--- src/rtl/compute_seq_pkg.sv ---
// Shared definitions for the compute sequencer: state encoding, opcodes, default depth.
// No logic of its own; zero latency.
// No flow control; consumers apply their own handshakes.
package compute_seq_pkg;

  localparam int PROG_DEPTH_DEF = 8;

  typedef enum logic [1:0] {
    ST_IDLE  = 2'd0,
    ST_ISSUE = 2'd1,
    ST_WAIT  = 2'd2,
    ST_DONE  = 2'd3
  } state_t;

  localparam logic [3:0] OP_NOP  = 4'h0;
  localparam logic [3:0] OP_LOAD = 4'h1;
  localparam logic [3:0] OP_ADD  = 4'h2;
  localparam logic [3:0] OP_SUB  = 4'h3;
  localparam logic [3:0] OP_AND  = 4'h4;
  localparam logic [3:0] OP_OR   = 4'h5;
  localparam logic [3:0] OP_NOT  = 4'h6;
  localparam logic [3:0] OP_XOR  = 4'h7;
  localparam logic [3:0] OP_HALT = 4'hF;

  // Opcode lives in the top nibble of every 16-bit instruction word.
  function automatic logic [3:0] opcode_of(input logic [15:0] word);
    return word[15:12];
  endfunction

endpackage

--- src/rtl/compute_sequencer_prog_buffer.sv ---
// Program storage: DEPTH x 16-bit entries, one synchronous write port, one combinational read port.
// Write lands on the next rising edge; read is same-cycle.
// No backpressure; the writer guarantees the address is in range.
import compute_seq_pkg::*;

module prog_buffer #(
  parameter int DEPTH = PROG_DEPTH_DEF,
  parameter int AW    = 3
) (
  input  logic          clk,
  input  logic          wr_en,
  input  logic [AW-1:0] wr_addr,
  input  logic [15:0]   wr_data,
  input  logic [AW-1:0] rd_addr,
  output logic [15:0]   rd_data
);

  logic [15:0] mem [DEPTH];

  // Entries are deliberately left unreset; they hold garbage until loaded.
  always_ff @(posedge clk) begin
    if (wr_en) mem[wr_addr] <= wr_data;
  end

  assign rd_data = mem[rd_addr];

endmodule

--- src/rtl/compute_sequencer.sv ---
// Loads a byte-streamed program, then issues one instruction every two cycles to a compute unit and captures results.
// Issue is combinational from state (ISSUE cycle); results captured in WAIT appear on out_* one cycle later.
// Loading stalls via in_ready when not idle, full, or start/clear pending; the compute unit cannot stall issue.
import compute_seq_pkg::*;

module compute_sequencer #(
  parameter int PROG_DEPTH = PROG_DEPTH_DEF
) (
  input  logic        clk,
  input  logic        rstn,
  input  logic [7:0]  in_byte,
  input  logic        in_valid,
  output logic        in_ready,
  input  logic        start,
  input  logic        clear,
  input  logic        abort,
  output logic        busy,
  output logic        done,
  output logic [15:0] issue_instr,
  output logic        issue_en,
  input  logic        res_valid,
  input  logic [7:0]  res_data,
  input  logic [3:0]  res_reg_id,
  output logic        out_valid,
  output logic [7:0]  out_data,
  output logic [3:0]  out_reg_id
);

  localparam int AW = (PROG_DEPTH > 1) ? $clog2(PROG_DEPTH) : 1;
  localparam int CW = $clog2(PROG_DEPTH + 1);

  state_t        state_q, state_d;
  logic [CW-1:0] count_q;
  logic [AW-1:0] pc_q;
  logic [CW-1:0] pc_inc;
  logic          half_q;
  logic [7:0]    hi_q;
  logic [15:0]   instr_q;
  logic [15:0]   rd_data;
  logic          accept;
  logic          wr_en;
  logic          is_halt;

  prog_buffer #(
    .DEPTH (PROG_DEPTH),
    .AW    (AW)
  ) u_prog (
    .clk     (clk),
    .wr_en   (wr_en),
    .wr_addr (count_q[AW-1:0]),
    .wr_data ({hi_q, in_byte}),
    .rd_addr (pc_q),
    .rd_data (rd_data)
  );

  assign in_ready = (state_q == ST_IDLE) && (count_q < CW'(PROG_DEPTH)) && !start && !clear;
  assign accept   = in_valid && in_ready;
  assign wr_en    = accept && half_q;
  assign is_halt  = (opcode_of(rd_data) == OP_HALT);
  assign pc_inc   = CW'(pc_q) + CW'(1);
  assign busy     = (state_q == ST_ISSUE) || (state_q == ST_WAIT);
  assign done     = (state_q == ST_DONE);
  // Outside an issue cycle the bus keeps showing the last issued word.
  assign issue_instr = issue_en ? rd_data : instr_q;

  // State register; reset drops the run instantly so issue_en falls with rstn.
  always_ff @(posedge clk or negedge rstn) begin
    if (!rstn) state_q <= ST_IDLE;
    else       state_q <= state_d;
  end

  // Next-state and issue strobe; clear beats start, HALT and abort end the run without issuing.
  always_comb begin
    state_d  = state_q;
    issue_en = 1'b0;
    case (state_q)
      ST_IDLE: begin
        if (!clear && start && (count_q != '0)) state_d = ST_ISSUE;
      end
      ST_ISSUE: begin
        if (abort || is_halt) begin
          state_d = ST_DONE;
        end else begin
          issue_en = 1'b1;
          state_d  = ST_WAIT;
        end
      end
      ST_WAIT: begin
        if (abort || !(pc_inc < count_q)) state_d = ST_DONE;
        else                               state_d = ST_ISSUE;
      end
      ST_DONE: state_d = ST_IDLE;
      default: state_d = ST_IDLE;
    endcase
  end

  // Datapath: byte pairing and fill count in IDLE, issue hold, result capture and pc advance in WAIT.
  always_ff @(posedge clk or negedge rstn) begin
    if (!rstn) begin
      count_q    <= '0;
      half_q     <= 1'b0;
      hi_q       <= 8'h00;
      pc_q       <= '0;
      instr_q    <= 16'h0000;
      out_valid  <= 1'b0;
      out_data   <= 8'h00;
      out_reg_id <= 4'h0;
    end else begin
      out_valid <= 1'b0;
      case (state_q)
        ST_IDLE: begin
          if (clear) begin
            count_q <= '0;
            half_q  <= 1'b0;
          end else if (start && (count_q != '0)) begin
            half_q <= 1'b0;
            pc_q   <= '0;
          end else if (accept) begin
            if (!half_q) begin
              hi_q   <= in_byte;
              half_q <= 1'b1;
            end else begin
              half_q  <= 1'b0;
              count_q <= count_q + CW'(1);
            end
          end
        end
        ST_ISSUE: begin
          if (issue_en) instr_q <= rd_data;
        end
        ST_WAIT: begin
          if (res_valid) begin
            out_valid  <= 1'b1;
            out_data   <= res_data;
            out_reg_id <= res_reg_id;
          end
          pc_q <= pc_inc[AW-1:0];
        end
        default: ;
      endcase
    end
  end

endmodule

--- config.mk ---
export PLATFORM = sky130hd
export DESIGN_NAME = compute_sequencer
export DESIGN_NICKNAME = d
export VERILOG_FILES = /design/src/rtl/compute_seq_pkg.sv /design/src/rtl/compute_sequencer_prog_buffer.sv /design/src/rtl/compute_sequencer.sv
export SDC_FILE = /design/constraint.sdc
export NUM_CORES = 1
export LEC_CHECK = 0
export CAP_MARGIN = 30
export CORE_ASPECT_RATIO = 1.25
export CORE_MARGIN = 2
export CORE_UTILIZATION = 50
export DETAILED_ROUTE_END_ITERATION = 8
export GPL_ROUTABILITY_DRIVEN = 0
export PLACE_DENSITY = 0.84
export SYNTH_ARGS = -nofsm -noshare
export SYNTH_HDL_FRONTEND = slang
export SYNTH_SLANG_ARGS = --single-unit
--- constraint.sdc ---
create_clock -name clk -period 2.71 [get_ports clk]
set_input_delay 0.6775 -clock clk [delete_from_list [all_inputs] [get_ports clk]]
set_output_delay 0.6775 -clock clk [all_outputs]
set_load 0.05 [all_outputs]
==> run summary <==
status: finished, violations left
violated checks: setup timing
DR vias: 4084
Clock transition at path regs: 0.07 ns
CP arrival: 2.58 ns
die area: 15000 um2
DRT iter0 DRCs: 394
final wirelength: 15.9 mm
final instance area: 9310 um2
fillers: 830
crit path to: issue_instr[5]
unrepaired setup endpoints after global routing: yes
hold buffers post-CTS: 0
Comb pwr share: 43.1%
required time of the critical path: 2.03 ns
number of port buffers: 59
Placement Rows: 48
Period Utilization, post-route: 120%
R2R Path End: u_prog.mem[6][11]$_DFFE_PP_
area of the multi-input gates: 2110 um2
largest net degree at the start of global routing: 48
Worst Setup SP: pc_q[0]$_DFFE_PN0P_
Worst path most repeated cell: buf_12
Die W: 110 um
GRT overflow: 0
Fin Hold WS: 0.220 ns
crit-path max cell delay: 0.41 ns
DPL Wire Length: 9.46 mm
switch share: 36.4%
CTS tree: built
leakage: 3.48 nW
Hold Violations, Final: 0
Slew Limit Headroom: 65.4%
Post-Syn Nets: 430
fmax: 307 MHz
post-synthesis sequential area ratio: 71.7%
final setup margin: -0.544 ns
dpl cells: 655
first-pass GRT wire length: 22.9 mm
Setup Skew: 0.00922 ns
Layout area overhead: 33.0%
most frequent cells in the layout: 128 x edfxtp_1, 46 x buf_4, 45 x dfrtp_1
Die H: 136 um
FF/Latch Area: 5020 um2
starting density of the core: 50.9%
CP cell instances: buf_12, mux4_2, mux2i_4, o41ai_4, buf_6, clkbuf_16, nand2_1, o21ai_4, buf_12
share of power burned in registers: 34.8%
worst slew pin tran: 0.517 ns
Int Power: 0.00676 W
CTS Root Cell: clkbuf_16
Slowest-stage cell, CP: dfrtp_2
Avg Inst Size Synth: 17.9 um2
critical path depth: 9
Synth Cell Area: 7000 um2
drt via density: 5.84
I/O pins: 60
Slew Viols, Final: 0
drt wl/cell: 22.7 um
drt first pass iters: 6
Yosys reg bits: 175
synth warn: 0
r2r worst-path depth: 7
CTS Buf Count: 17
ANT cells: 0
worst r2r src: state_q[0]$_DFFE_PN0P_
clock sink total: 175
CTS H-Tree Depth: 4
vias in the first global route: 4053
final net count: 549
number of max-cap violations: 0
antenna-violating nets left: 0
critical path class: register to output pin
clock tree buffer depth: 2
initial antenna violation count: 0
commonest non-fill, non-tap cell in the layout: edfxtp_1
layout cells sized above 1: 38.0%
R2R Setup Slk: 0.41 ns
post-route insts no fill: 699
post-layout power: 0.0106 W
GRT Overall Usage: 21.5%
pwr/cell area: 1140 nW/um2
synth unique cells: 44
CP startpoint kind: register
clock insertion delay at the later pin of the skew report: 0.43 ns
Crit Path Max Fanout: 12
CP Capture Type: output pin
Setup Viol. Count Final: 17
Period minus WS final: 3.25 ns
worst path bufs/invs: 4
Remaining DRCs: 0
VDD IR max: 839 uV
kind of cell adding the most delay to the critical path: buffers and inverters
Core Footprint: 13800 um2
Clock power frac: 22.2%
Post-DP Area: 8540 um2
Syn Inst Count: 392
HP Class: input pin to asynchronous set/reset pin
net switching power: 0.00387 W
==> area by class of cell <==
type                       instances  share of cell area [%]
tap                              175                    2.35
multi-input combinational        187                    22.6
inverter                          13                   0.524
sequential                       175                    54.0
clock inverter                    13                    1.37
timing repair buffer             117                    14.4
clock buffer                      19                    4.76
==> synth_stat cells (all sizes together) <==
cell | number | area (um2)
o22ai | 1 | 6.26
buf | 9 | 71.3
a22o | 1 | 8.76
a41oi | 1 | 8.76
clkbuf | 8 | 32.5
xor2 | 1 | 8.76
nor2b | 3 | 18.8
a21boi | 1 | 7.51
xnor2 | 1 | 8.76
inv | 13 | 48.8
mux2 | 20 | 225
and3 | 2 | 12.5
o21ai | 40 | 200
a32o | 1 | 10.0
a211oi | 1 | 7.51
o31ai | 2 | 20.0
nand2 | 23 | 86.3
a21oi | 5 | 25.0
nand3 | 3 | 15.0
o21a | 2 | 15.0
nor3b | 2 | 15.0
o41ai | 1 | 16.3
a22oi | 1 | 7.51
mux2i | 16 | 164
a31oi | 1 | 6.26
edfxtp | 128 | 3840
dfrtp | 47 | 1180
nor2 | 8 | 30.0
nand4 | 2 | 12.5
nor3 | 2 | 10.0
mux4 | 32 | 724
ha | 11 | 138
and2 | 2 | 12.5
nor4 | 1 | 6.26
==> sequential cells by signal (all words and copies together), names as in the netlist <==
signal / count
half_q: 1
out_reg_id: 4
pc_q: 3
out_valid: 1
hi_q: 8
u_prog.mem: 128
state_q: 2
out_data: 8
instr_q: 16
count_q: 4
==> worst min path at each step <==
stage	start	to	slack (ns)	cells past startpoint
2_1_floorplan	rstn	count_q[0]$_DFFE_PN0P_	0.38	0
3_3_place_gp	instr_q[11]$_DFFE_PN0P_	instr_q[11]$_DFFE_PN0P_	0.48	2
3_5_place_dp	instr_q[11]$_DFFE_PN0P_	instr_q[11]$_DFFE_PN0P_	0.49	2
4_1_cts	rstn	hi_q[0]$_DFFE_PN0P_	0.24	2
5_1_grt	rstn	hi_q[4]$_DFFE_PN0P_	0.23	2
6_report	rstn	hi_q[6]$_DFFE_PN0P_	0.22	2
==> worst register-to-register path, delay by kind of cell, from the launching register on <==
| family | cells | cell delay [ns] |
|---|---|---|
| buffers and inverters | 3 | 0.56 |
| flip-flops | 1 | 0.43 |
| adder cells (fa/ha/maj) | 1 | 0.28 |
| AND/OR/NAND/NOR | 3 | 0.71 |
==> through the flow <==
stage | TNS [ns] | setup slack [ns] | utilization, %
CTS | -9.43 | -0.582 | 67.0
finish | -8.37 | -0.544 | 67.7
global route | -9.65 | -0.627 | 67.7
global placement | -3.40 | -0.216 | 62.1
floorplan | -0.127 | -0.121 | -
detailed placement | -3.76 | -0.254 | 62.1
==> layer usage <==
layer,wire length [um],up-vias,global-route usage [%]
li1,-,1765,-
met3,958,28,5.61
met2,8780,210,37.3
met5,0,-,0
met1,5800,2081,25.3
met4,307,0,8.72
==> power by group through the flow <==
stage               Combinational (W)  Clock, W  Sequential [W]
floorplan                     0.00242         0         0.00395
global placement              0.00418         0         0.00369
detailed placement            0.00430         0         0.00373
CTS                           0.00446   0.00237         0.00368
global route                  0.00482   0.00248         0.00375
finish                        0.00458   0.00235         0.00370
==> logic make-up (layout without fill, tap and decap cells) <==
logic type | Yosys count | count (layout) | synth area share [%]
compound gates | 58 | 58 | 4.84
xor+xnor | 2 | 2 | 0.250
fa+ha+maj | 11 | 11 | 1.97
buf+inv | 30 | 162 | 2.18
flops | 175 | 175 | 71.7
mux | 68 | 68 | 15.9
simple gates | 48 | 48 | 3.13
==> what timing repair did <==
item | CTS | global route
setup buffers | 8 | 0
gates resized for setup | 9 | 11
endpoints found under the setup margin | 18 | 18
pin swaps | 1 | 0
gates cloned | 1 | 3
(Power assumes the default switching activity.)
==> edit 1 (same flow settings) <==
Make the reset (`rstn`) synchronous in 2 clocked blocks.
--- a/src/rtl/compute_sequencer.sv
+++ b/src/rtl/compute_sequencer.sv
@@ -66,3 +66,3 @@
   // State register; reset drops the run instantly so issue_en falls with rstn.
-  always_ff @(posedge clk or negedge rstn) begin
+  always_ff @(posedge clk) begin
     if (!rstn) state_q <= ST_IDLE;
@@ -97,3 +97,3 @@
   // Datapath: byte pairing and fill count in IDLE, issue hold, result capture and pc advance in WAIT.
-  always_ff @(posedge clk or negedge rstn) begin
+  always_ff @(posedge clk) begin
     if (!rstn) begin
Function: differs if rstn is asserted again (counterexample within 4 cycles, from zero or initial values and one cycle with rstn low); with rstn held inactive, the same outputs for 4 cycles.
==> edit 1 against the unedited design <==
- the flow still finishes with violations (negative setup slack)
- synthesized cell count grew 11%
- cell area shrank 2.5%
- worst setup slack got worse by 0.049 ns
- sequential cell count grew 3
- wire length down 8.6%
- final cell count grew 5.0%
- area after synthesis barely moved
- critical path type unchanged
- critical endpoint is now issue_instr[3]
- highest routed layer unchanged
Power is not compared: it rests on default switching activity, and its combinational part moved more than twofold at a synthesized area within 25%.
==> edit 1: results <==
[clock_network]
clock_latency_ns = 0.42
clk_pin_slew_worst_paths_ns = 0.06
htree_levels = 4
numCtsBuffers = 17
cts-root-buf = "clkbuf_16"
clockBufferDepth = 2

[worst_setup_path]
critPathArrivalTime_ns = 2.63
cp_max_fo = 20
rr_worst_depth = 7

[grt]
grt_pass1_wl_um = 22700
grt_max_degree = 22
first_global_vias = 4227
antenna_found_initial = 0
grt_usage_pct = 20.8

[timing]
setup_viol = 17
slew_headroom_pct = 64.7
skew_ns = 0.00621
worst_slack_ns = -0.594

[outcome]
failed_checks = "negative setup slack"
status = "finished, violations left"

[routing]
antenna_left = 0
vias = 4091
first_iter_violations = 266
first_pass_iters = 5
routed_wl_um = 14500

[cells_and_area]
reg_top3 = "u_prog.mem: 128 flops, instr_q: 16 flops"
fillers = 877
fin_nets = 584
layout-drive-gt1-share_pct = 31.5
insertedDiodeCount = 0

[synthesis]
yosys_warnings = 0
yosys.cell_types.count = 41
ys_seq_area_share_pct = 69.2
synth_common_cells = "edfxtp_1, dfxtp_1, nor2_1, nand2_1, mux4_2"
async_reset_ff_share_pct = 0
yosysTopAreaCell = "edfxtp_1"
synth_edf_count = 128
synthFlopType = "edfxtp_1"
synth_area_leaders = "edfxtp_1, dfxtp_1, mux4_2"
syn_nets = 474

[pwr]
p_int_uw = 4380
p_leak_uw = 0.00313
irDropWorstVdd_mv = 0.542

[place]
port_buffers = 59
dp_hpwl_um = 9790

[hold_path]
min_path_type = "register to register"
whs_path_depth = 2
==> edit 1: changes by cell type after synthesis, moves of 15 or more <==
| cell | delta |
|---|---|
| nor2_1 | +34 |
| o21ai_0 | -34 |
| mux2_2 | -17 |
| and2_1 | +15 |
| dfrtp_1 | -47 |
| dfxtp_1 | +50 |
==> edit 1: logic make-up (layout without fill, tap and decap cells) <==
logic type,count (synthesis),in the layout,share of synthesized area [%]
AOI/OAI and AO/OA,34,34,3.11
buffers and inverters,28,151,2.05
muxes,60,60,14.7
DFF,178,178,69.2
adders and majority gates,11,11,1.96
xor gates and xnor gates,2,2,0.250
and+or+nand+nor,123,123,8.75
==> edit 1: through the flow <==
step                setup slack (ns)  cell area (um^2)  TNS (ns)  cells  total power [uW]
global placement              -0.161              8440     -2.07    702              3360
floorplan                     -0.224              7200    -24.72    436              3200
finish                        -0.594              9070     -9.59    734              5630
detailed placement            -0.193              8440     -2.65    702              3380
CTS                           -0.621              9060    -10.03    734              5670
global route                  -0.669              9070    -10.83    734              5820
==> edit 1: power groups by stage <==
stage	Combinational [uW]	Sequential [uW]	Clock, uW
finish	391	2940	2300
global route	414	2940	2460
CTS	387	2940	2340
detailed placement	374	3000	0
global placement	363	3000	0
floorplan	200	3000	0
==> edit 1: cell type report <==
type                       instances  area share (%)
inverter                           8           0.331
clock inverter                    14            1.41
sequential                       178            53.4
multi-input combinational        230            24.5
timing repair buffer             111            13.2
clock buffer                      18            4.73
tap                              175            2.41
==> edit 1: critical path, cell delays in order (launching register included) <==
cell and delay [ns]:
dfxtp_2 0.36, buf_12 0.14, mux4_2 0.50, mux2_4 0.30, a41oi_4 0.24, buf_12 0.19
buf_12 0.14, nor2_4 0.05, nor2_4 0.13, buf_8 0.15
==> edit 1: what timing repair did <==
action                     4_1_cts  5_1_grt
setup endpoints to repair       18       17
gates resized for setup         17        4
buffers inserted                 0        0
hold buffers                     0        0
==> edit 1: path summary, 6_finish.rpt <==
| kind | to | start | slack [ns] |
|---|---|---|---|
| min | out_reg_id[2]$_SDFFE_PN0P_ | out_reg_id[2]$_SDFFE_PN0P_ | 0.45 |
| max reg2reg | instr_q[14]$_SDFFE_PN0P_ | register | 0.40 |
| min reg2reg | out_reg_id[2]$_SDFFE_PN0P_ | out_reg_id[2]$_SDFFE_PN0P_ | 0.45 |
| max | issue_instr[3] | register | -0.59 |
==> edit 1: layer usage <==
metal | vias to the layer above | track usage, % | part of all wire (%)
met5 | - | 0 | 0
met4 | 0 | 8.72 | 2.1
met3 | 29 | 3.79 | 4.4
met2 | 121 | 35.0 | 55
met1 | 2077 | 26.3 | 39
li1 | 1864 | - | -
==> edit 2 (same settings) <==
Made on the original files. Set the package constant `PROG_DEPTH_DEF` to 4 (it was 8).
--- a/src/rtl/compute_seq_pkg.sv
+++ b/src/rtl/compute_seq_pkg.sv
@@ -5,3 +5,3 @@
 
-  localparam int PROG_DEPTH_DEF = 8;
+  localparam int PROG_DEPTH_DEF = 4;
 
Function: changed (a bounded check fails within 10 cycles, from zero or initial values and one cycle with rstn low).
==> edit 2 against the unedited design <==
- synthesized cell count shrank 38%
- wire length shrank 47%
- the run still ends with negative setup slack left
- combinational power shrank 24%
- area after synthesis shrank 36%
- sequential share of layout area shrank 2.4 points
- sequential cell count shrank 66
- total power shrank 36%
- register-to-register slack lost 0.33 ns
- global-route usage shrank 2.7 points
- cell area shrank 36%
- worst setup slack lost 0.069 ns
- hold slack gained 0.072 ns
==> edit 2: results <==
[outcome]
status = "finished, violations left"
failed_checks = "negative setup slack"

[timing]
setup_viol = 17
worst_slack_ns = -0.613
hold-worst-slack_ns = 0.292
skew_ns = 0.0120

[cells_and_area]
top_register = "u_prog.mem"
reg_top3 = "u_prog.mem: 64 flops, instr_q: 16 flops"

[grt]
gr-usage-met3_pct = 4.24
grt_usage_pct = 18.8
gr-usage-met1_pct = 22.0
grt_pass1_wl_um = 13100
grt_max_degree = 25
use_met2_pct = 33.1
first_global_vias = 2564

[synthesis]
synth_cells = 243
ys_seq_area_share_pct = 67.7
async_reset_ff_share_pct = 41.3
syn_nets = 282
synth_edf_count = 64
yosys.cell_types.count = 31

[routing]
viasPerCell = 5.31
routed_wl_um = 8460
first_iter_violations = 149
vias = 2470

[worst_setup_path]
critPathArrivalTime_ns = 2.65
r2r_slack_ns = 0.08
cp_max_fo = 6
rr_worst_depth = 9
r2r_end = "instr_q[9]$_DFFE_PN0N_"

[clock_network]
cts-root-buf = "clkbuf_8"
clock_latency_ns = 0.37
htree_levels = 3
numCtsBuffers = 9

[pwr]
p_leak_uw = 0.00232
irDropWorstVdd_mv = 0.608

[place]
placed_cells = 435
dp_hpwl_um = 5690
edit 2: layout make-up:
type                    count  area, um^2
multi-input cells         114        1420
flip-flops and latches    109        3050
repair buffers             96        1060
clock buffers              11         141
well taps                 120         150
clock inverters             5        56.3
inverters                  10        37.5
fillers                   559        2780
edit 2: stage by stage:
step                      setup WS [ns]  TNS, ns
final                            -0.613    -9.41
after global routing             -0.704   -11.16
after CTS                        -0.539    -8.77
after detailed placement         -0.316    -4.32
after global placement           -0.237    -3.23
after floorplan                  -0.246    -2.95
edit 2: critical path: stages (launching register included):
cell and delay (ns):
dfrtp_2 0.47, mux4_2 0.56, and4_4 0.23, nor3b_4 0.24, buf_6 0.16, buf_8 0.14
mux2_4 0.32, buf_8 0.15
edit 2: worst max-delay path by stage:
stage / startpoint / cells after the start / endpoint
final: pc_q[0]$_DFFE_PN0P_ / 7 / issue_instr[5]
after global routing: pc_q[0]$_DFFE_PN0P_ / 7 / issue_instr[12]
after CTS: pc_q[0]$_DFFE_PN0P_ / 7 / issue_instr[6]
after detailed placement: pc_q[0]$_DFFE_PN0P_ / 6 / issue_instr[6]
after global placement: pc_q[0]$_DFFE_PN0P_ / 6 / issue_instr[8]
after floorplan: pc_q[0]$_DFFE_PN0P_ / 6 / issue_instr[0]
edit 2: power by group:
part           internal, uW  switching, uW  leakage, uW
Clock                   455            523     0.000102
Sequential             2150            240      0.00112
Combinational          1670           1790      0.00110
Total                  4280           2550      0.00232
edit 2: cells by family after synthesis:
group	synth area share (%)
buffers and inverters	2.34
AO/OA/AOI/OAI	2.61
multiplexers	21.6
flip-flops	67.7
AND/OR/NAND/NOR	2.39
adder cells (fa/ha/maj)	3.34
edit 2: routing by layer:
metal	up-vias	routed length, um
li1	1120	-
met1	1291	3290
met2	46	4760
met3	13	227
met4	0	183
met5	-	0
edit 2: repair_timing:
item                       CTS  global route
gates cloned                 3             0
gates resized for setup     19            18
setup buffers                9             3
setup endpoints to repair   17            17
pin swaps                    1             2
